### config.mk
export PLATFORM = sky130hd
export DESIGN_NAME = mem_stage
export DESIGN_NICKNAME = d
export VERILOG_FILES = /design/src/rtl/mem_stage_pkg.sv /design/src/rtl/mem_stage_load_store_align.sv /design/src/rtl/mem_stage.sv
export SDC_FILE = /design/constraint.sdc
export NUM_CORES = 1
export LEC_CHECK = 0
export BUFFER_PORTS_ARGS = -buffer_cell sky130_fd_sc_hd__buf_2
export CORE_MARGIN = 2
export CORE_UTILIZATION = 25
export DETAILED_ROUTE_END_ITERATION = 16
export GPL_TIMING_DRIVEN = 0
export PLACE_DENSITY = 0.49
export SETUP_SLACK_MARGIN = 0.2
export SLEW_MARGIN = 5
export SYNTH_ARGS = -nofsm -noshare
export SYNTH_HDL_FRONTEND = slang
export SYNTH_HIERARCHICAL = 1
export SYNTH_SLANG_ARGS = --single-unit
### constraint.sdc
create_clock -name clk -period 2.65 [get_ports clk]
set_clock_uncertainty 0.05 [all_clocks]
set_input_delay 0.53 -clock clk [delete_from_list [all_inputs] [get_ports clk]]
set_output_delay 0.53 -clock clk [all_outputs]
set_load 0.1 [all_outputs]
### src/rtl/mem_stage_pkg.sv
// ---------------------------------------------------------------------------
// mem_stage_pkg
// Shared constants for the MEM pipeline stage:
//   - funct3 load/store size/sign codes (F3_B/H/W/BU/HU)
//   - MEM_BE_WIDTH, width of the data-memory byte-enable bus
//   - MEM FSM state encodings
//   - access_size(): maps funct3 to byte/half/word (undefined codes -> word)
// ---------------------------------------------------------------------------
package mem_stage_pkg;

   localparam logic [2:0] F3_B  = 3'b000;
   localparam logic [2:0] F3_H  = 3'b001;
   localparam logic [2:0] F3_W  = 3'b010;
   localparam logic [2:0] F3_BU = 3'b100;
   localparam logic [2:0] F3_HU = 3'b101;

   localparam int MEM_BE_WIDTH = 4;

   localparam logic [1:0] SIZE_BYTE = 2'd0;
   localparam logic [1:0] SIZE_HALF = 2'd1;
   localparam logic [1:0] SIZE_WORD = 2'd2;

   typedef enum logic {
      ST_IDLE   = 1'b0,
      ST_ACCESS = 1'b1
   } mem_state_e;

   // Anything that is not an explicit byte/half code is treated as a word.
   function automatic logic [1:0] access_size(input logic [2:0] f3);
      logic [1:0] sz;
      case (f3)
         F3_B, F3_BU: sz = SIZE_BYTE;
         F3_H, F3_HU: sz = SIZE_HALF;
         F3_W:        sz = SIZE_WORD;
         default:     sz = SIZE_WORD;
      endcase
      return sz;
   endfunction

endpackage

### src/rtl/mem_stage_load_store_align.sv
// ---------------------------------------------------------------------------
// load_store_align
// Combinational lane steering for the MEM stage.
//   funct3     in   access size/sign
//   off        in   byte offset within the word (addr[1:0])
//   store_data in   raw store operand
//   rdata      in   raw word returned by data memory
//   be         out  byte enables for the store
//   wdata      out  lane-replicated store data
//   load_ext   out  selected and sign/zero-extended load result
//   misaligned out  half with off[0]=1, or word with off!=0
// ---------------------------------------------------------------------------
module load_store_align
   import mem_stage_pkg::*;
#(
   parameter int DATA_WIDTH = 32
) (
   input  logic [2:0]              funct3,
   input  logic [1:0]              off,
   input  logic [DATA_WIDTH-1:0]   store_data,
   input  logic [DATA_WIDTH-1:0]   rdata,
   output logic [MEM_BE_WIDTH-1:0] be,
   output logic [DATA_WIDTH-1:0]   wdata,
   output logic [DATA_WIDTH-1:0]   load_ext,
   output logic                    misaligned
);

   logic [1:0]  size;
   logic [7:0]  ld_byte;
   logic [15:0] ld_half;
   logic        is_unsigned;

   assign size        = access_size(funct3);
   assign is_unsigned = funct3[2];

   always_comb begin
      ld_byte = rdata[7:0];
      case (off)
         2'd0:    ld_byte = rdata[7:0];
         2'd1:    ld_byte = rdata[15:8];
         2'd2:    ld_byte = rdata[23:16];
         default: ld_byte = rdata[31:24];
      endcase
      ld_half = off[1] ? rdata[31:16] : rdata[15:0];
   end

   always_comb begin
      be         = 4'b1111;
      wdata      = store_data;
      load_ext   = rdata;
      misaligned = 1'b0;
      case (size)
         SIZE_BYTE: begin
            be       = 4'b0001 << off;
            wdata    = {4{store_data[7:0]}};
            load_ext = is_unsigned ? {{(DATA_WIDTH-8){1'b0}}, ld_byte}
                                   : {{(DATA_WIDTH-8){ld_byte[7]}}, ld_byte};
         end
         SIZE_HALF: begin
            be         = 4'b0011 << {off[1], 1'b0};
            wdata      = {2{store_data[15:0]}};
            load_ext   = is_unsigned ? {{(DATA_WIDTH-16){1'b0}}, ld_half}
                                     : {{(DATA_WIDTH-16){ld_half[15]}}, ld_half};
            misaligned = off[0];
         end
         default: begin
            be         = 4'b1111;
            wdata      = store_data;
            load_ext   = rdata;
            misaligned = (off != 2'd0);
         end
      endcase
   end

endmodule

### src/rtl/mem_stage.sv
// ---------------------------------------------------------------------------
// mem_stage
// Pipeline MEM stage: issues data-memory requests, stalls upstream until the
// access is acknowledged, and registers results into MEM/WB.
//
// Optional build macro: MEM_MISALIGN_TRAP_EN
//   defined   - misaligned half/word accesses skip memory and report through
//               a one-cycle misalign pulse with wb_data = faulting address
//   undefined - misalign tied to 0, low address bits silently ignored
//
// Ports
//   clk, rst_n        clock, synchronous active-low reset
//   ex_valid          EX/MEM holds a valid instruction
//   mem_read/write    load / store (both set -> store)
//   funct3            access size/sign
//   alu_result        address or ALU value
//   store_data        forwarded rs2
//   rd_in             destination register
//   reg_write_in      writeback enable
//   stall             hold PC, IF/ID, ID/EX, EX/MEM
//   dmem_*            request/acknowledge data-memory port
//   wb_*              MEM/WB register outputs
//   misalign          misaligned-access pulse
//
// state  | meaning
// IDLE   | no access in flight; non-memory ops pass through in one cycle
// ACCESS | request held on dmem_* until dmem_ack
// ---------------------------------------------------------------------------
module mem_stage
   import mem_stage_pkg::*;
#(
   parameter int DATA_WIDTH = 32,
   parameter int ADDR_WIDTH = 32,
   parameter int RD_WIDTH   = 5
) (
   input  logic                    clk,
   input  logic                    rst_n,
   input  logic                    ex_valid,
   input  logic                    mem_read,
   input  logic                    mem_write,
   input  logic [2:0]              funct3,
   input  logic [DATA_WIDTH-1:0]   alu_result,
   input  logic [DATA_WIDTH-1:0]   store_data,
   input  logic [RD_WIDTH-1:0]     rd_in,
   input  logic                    reg_write_in,
   output logic                    stall,
   output logic                    dmem_req,
   output logic                    dmem_we,
   output logic [ADDR_WIDTH-1:0]   dmem_addr,
   output logic [DATA_WIDTH-1:0]   dmem_wdata,
   output logic [MEM_BE_WIDTH-1:0] dmem_be,
   input  logic                    dmem_ack,
   input  logic [DATA_WIDTH-1:0]   dmem_rdata,
   output logic                    wb_valid,
   output logic [DATA_WIDTH-1:0]   wb_data,
   output logic [RD_WIDTH-1:0]     wb_rd,
   output logic                    wb_reg_write,
   output logic                    misalign
);

   mem_state_e state_q, state_d;

   logic                    mem_op;
   logic                    trap;
   logic                    in_access;
   logic [ADDR_WIDTH-1:0]   req_addr;
   logic [2:0]              req_funct3;
   logic [RD_WIDTH-1:0]     req_rd;
   logic                    req_reg_write;
   logic                    misalign_q;

   logic [2:0]              al_funct3;
   logic [1:0]              al_off;
   logic [MEM_BE_WIDTH-1:0] al_be;
   logic [DATA_WIDTH-1:0]   al_wdata;
   logic [DATA_WIDTH-1:0]   al_load_ext;
   logic                    al_misaligned;

   assign in_access = (state_q == ST_ACCESS);
   assign mem_op    = ex_valid & (mem_read | mem_write);

   // One aligner serves both directions: in IDLE it steers the incoming
   // store, in ACCESS it extracts load data using the captured request.
   assign al_funct3 = in_access ? req_funct3    : funct3;
   assign al_off    = in_access ? req_addr[1:0] : alu_result[1:0];

   load_store_align #(
      .DATA_WIDTH (DATA_WIDTH)
   ) u_align (
      .funct3     (al_funct3),
      .off        (al_off),
      .store_data (store_data),
      .rdata      (dmem_rdata),
      .be         (al_be),
      .wdata      (al_wdata),
      .load_ext   (al_load_ext),
      .misaligned (al_misaligned)
   );

`ifdef MEM_MISALIGN_TRAP_EN
   assign trap     = ~in_access & mem_op & al_misaligned;
   assign misalign = misalign_q;
`else
   logic unused_misaligned;
   assign unused_misaligned = al_misaligned ^ misalign_q;
   assign trap     = 1'b0;
   assign misalign = 1'b0;
`endif

   assign stall     = (~in_access & mem_op & ~trap) | (in_access & ~dmem_ack);
   assign dmem_addr = {req_addr[ADDR_WIDTH-1:2], 2'b00};

   always_comb begin
      state_d = state_q;
      case (state_q)
         ST_IDLE:   if (mem_op && !trap) state_d = ST_ACCESS;
         ST_ACCESS: if (dmem_ack)        state_d = ST_IDLE;
         default:                        state_d = ST_IDLE;
      endcase
   end

   always_ff @(posedge clk) begin
      if (!rst_n) state_q <= ST_IDLE;
      else        state_q <= state_d;
   end

   always_ff @(posedge clk) begin
      if (!rst_n) begin
         dmem_req      <= 1'b0;
         dmem_we       <= 1'b0;
         dmem_wdata    <= '0;
         dmem_be       <= '0;
         req_addr      <= '0;
         req_funct3    <= '0;
         req_rd        <= '0;
         req_reg_write <= 1'b0;
         wb_valid      <= 1'b0;
         wb_data       <= '0;
         wb_rd         <= '0;
         wb_reg_write  <= 1'b0;
         misalign_q    <= 1'b0;
      end else begin
         misalign_q <= 1'b0;
         if (!in_access) begin
            if (mem_op && !trap) begin
               req_addr      <= alu_result[ADDR_WIDTH-1:0];
               req_funct3    <= funct3;
               req_rd        <= rd_in;
               req_reg_write <= reg_write_in;
               dmem_req      <= 1'b1;
               dmem_we       <= mem_write;
               dmem_be       <= al_be;
               dmem_wdata    <= al_wdata;
               wb_valid      <= 1'b0;
            end else if (mem_op) begin
               misalign_q   <= 1'b1;
               wb_valid     <= 1'b1;
               wb_data      <= alu_result;
               wb_rd        <= rd_in;
               wb_reg_write <= 1'b0;
            end else if (ex_valid) begin
               wb_valid     <= 1'b1;
               wb_data      <= alu_result;
               wb_rd        <= rd_in;
               wb_reg_write <= reg_write_in;
            end else begin
               wb_valid <= 1'b0;
            end
         end else begin
            wb_valid <= 1'b0;
            if (dmem_ack) begin
               dmem_req     <= 1'b0;
               wb_valid     <= 1'b1;
               wb_rd        <= req_rd;
               // A store writes back nothing; its address is reported instead.
               wb_data      <= dmem_we ? DATA_WIDTH'(req_addr) : al_load_ext;
               wb_reg_write <= dmem_we ? 1'b0 : req_reg_write;
            end
         end
      end
   end

endmodule
==> results.toml <==
[clock_network]
cts.sink_count = 119
cts_buffer_depth = 2
clk_pin_slew_ns = 0.06
numCtsBuffers = 17
htreeDepth = 4
cts_hold_buffers = 0
cts-root-buf = "clkbuf_16"
cts_tree = "yes"
clkLatencyLatePin_ns = 0.42

[route]
wire_per_inst_um = 19.17
ant_nets = 0
firstDrtPassIters = 5
avgViaCountPerCell = 4.687
wl_mm = 27.04
drt_iter0_markers = 434
dr_total_vias = 6613
route.detailed.drc = 0

[place]
place_hpwl_mm = 20.38
routabilityCongestion = 0.8104
port_buffers = 218
place_area_um2 = 8578

[timing]
period_needed_ns = 2.586
max_slew_margin_pct = 58.78
finalSetupViolations = 0
holdWs_ns = 0.3297
period_share_pct = 97.59
max_freq_mhz = 386.7
hold_viol = 0
worstMarginPinSlew_ns = 0.6158
drv_slew = 0
rsz0062_at_grt = "yes"

[setup_path]
rr_worst_depth = 12
path_buf_inv = 4
cp-end-kind = "register"
cp_common_cell = "mux2_4"
worstPathRequired_ns = 2.91
cp_top_family = "multiplexers"
crit_slowest_cell = "dfxtp_4"
cp_max_fo = 6
start_kind = "register"
cp.arrival_ns = 2.85
crit_type = "reg -> reg"
path_cells = "buf_12 > buf_12 > mux2_4 > mux2_4 > a22oi_2 > and2_4 > buf_6 > buf_8 > a21oi_4 > mux2_4 > mux2i_2 > o2bb2ai_2"
critPathMaxStageDelay_ns = 0.35
worstSetupPathDepth = 12

[die]
die_x_um = 171.0
ioPinCount = 222
dieArea_um2 = 29250
core_area_um2 = 27630
initial_utilization_pct = 25.24
die_h_um = 171.0
row_count = 61

[logic_synthesis]
synthesis.area_um2 = 6974
synth_area_per_cell_um2 = 9.225
syn_inst = 756
yosys_warnings = 6

[layout]
area_growth_pct = 43.20
fin_area_um2 = 9987
nets = 1128
drive_above_1_share_pct = 51.55

[global_route]
grt_pass1_vias = 6537
antenna_found_initial = 6
grt_max_degree = 17
track_usage_pct = 18.19
grt_pass1_wl_mm = 39.71
grt.overflow.total = 0

[pwr]
p_leak_nw = 4.344
irDropWorstVdd_v = 0.0002706
powerDensity_nw_per_um2 = 689.1
power_mw = 6.882

[job]
maxCapViolations = 0

[hold_path]
hp-class = "in -> reg"
whs_path_depth = 3

[outcome]
outcome = "finished, final reports clean"
## final timing paths
path,slack [ns],from,end
worst max register to register,0.06,in_access$_SDFF_PN0_,wb_data[24]$_SDFFE_PN0P_
worst max-delay path,0.06,in_access$_SDFF_PN0_,wb_data[24]$_SDFFE_PN0P_
worst min-delay path,0.33,alu_result[26],req_addr[26]$_SDFFE_PN0P_
worst min register to register,0.41,wb_data[1]$_SDFFE_PN0P_,wb_data[1]$_SDFFE_PN0P_
## stage by stage
stage | TNS (ns) | utilization, % | cells | setup WS [ns]
2_1_floorplan | 0 | - | 758 | 0.1390
3_3_place_gp | -3.550 | 31.05 | 1354 | -0.2478
3_5_place_dp | -3.737 | 31.05 | 1354 | -0.2326
4_1_cts | 0 | 35.11 | 1402 | 0.04491
5_1_grt | -0.005497 | 36.14 | 1410 | -0.003694
6_report | 0 | 36.15 | 1411 | 0.06381
## power breakdown
part / internal [mW] / switching, mW / total [mW] / leakage (nW)
Clock: 1.70 / 0.933 / 2.64 / 0.314
Combinational: 0.738 / 1.53 / 2.27 / 3.06
Sequential: 1.91 / 0.0712 / 1.98 / 0.975
Total: 4.35 / 2.53 / 6.88 / 4.34
## placed cells by master (no fill, tap or decap), drive strengths merged, types with 22 or more instances in the layout
master,n
nand2,38
a21oi,22
mux2,59
buf,330
nand3,77
dfxtp,119
o21ai,96
a21boi,78
clkbuf,45
o2bb2ai,32
mux2i,45
## timing repair
item	CTS	global route
endpoints found under the setup margin	48	35
pin swaps	31	23
buffers inserted	15	6
resized for setup	86	56
gates cloned	1	0
## area by class of cell
type	count	area, um^2
fill	2928	17640
multi-input combinational	517	4337
antenna	3	7.507
tap	378	473.0
sequential	119	2386
timing repair buffer	240	1303
buffer	117	798.3
inverter	5	22.52
clock buffer	18	439.2
clock inverter	14	221.5
## worst register-to-register path, cell delays in order, from the launching register on
cell       delay [ns]
dfxtp_4          0.35
buf_12           0.12
buf_12           0.12
mux2_4           0.32
mux2_4           0.31
a22oi_2          0.21
and2_4           0.18
buf_6            0.13
buf_8            0.14
a21oi_4          0.05
mux2_4           0.28
mux2i_2          0.17
o2bb2ai_2        0.06
## sequential cells by signal (all words and copies together), names as in the netlist, 3 cells and up
signal / count
wb_rd: 5
dmem_wdata: 32
req_addr: 32
dmem_be: 4
req_funct3: 3
wb_data: 32
req_rd: 5
## per-layer routing
metal	share of wire, %	track usage (%)	vias to the layer above
li1	-	-	3235
met1	45	24.29	3159
met2	48	29.38	184
met3	5.6	4.303	27
met4	1.5	4.753	8
met5	0.17	0	-
No activity file was read; power rests on OpenSTA's default activity.
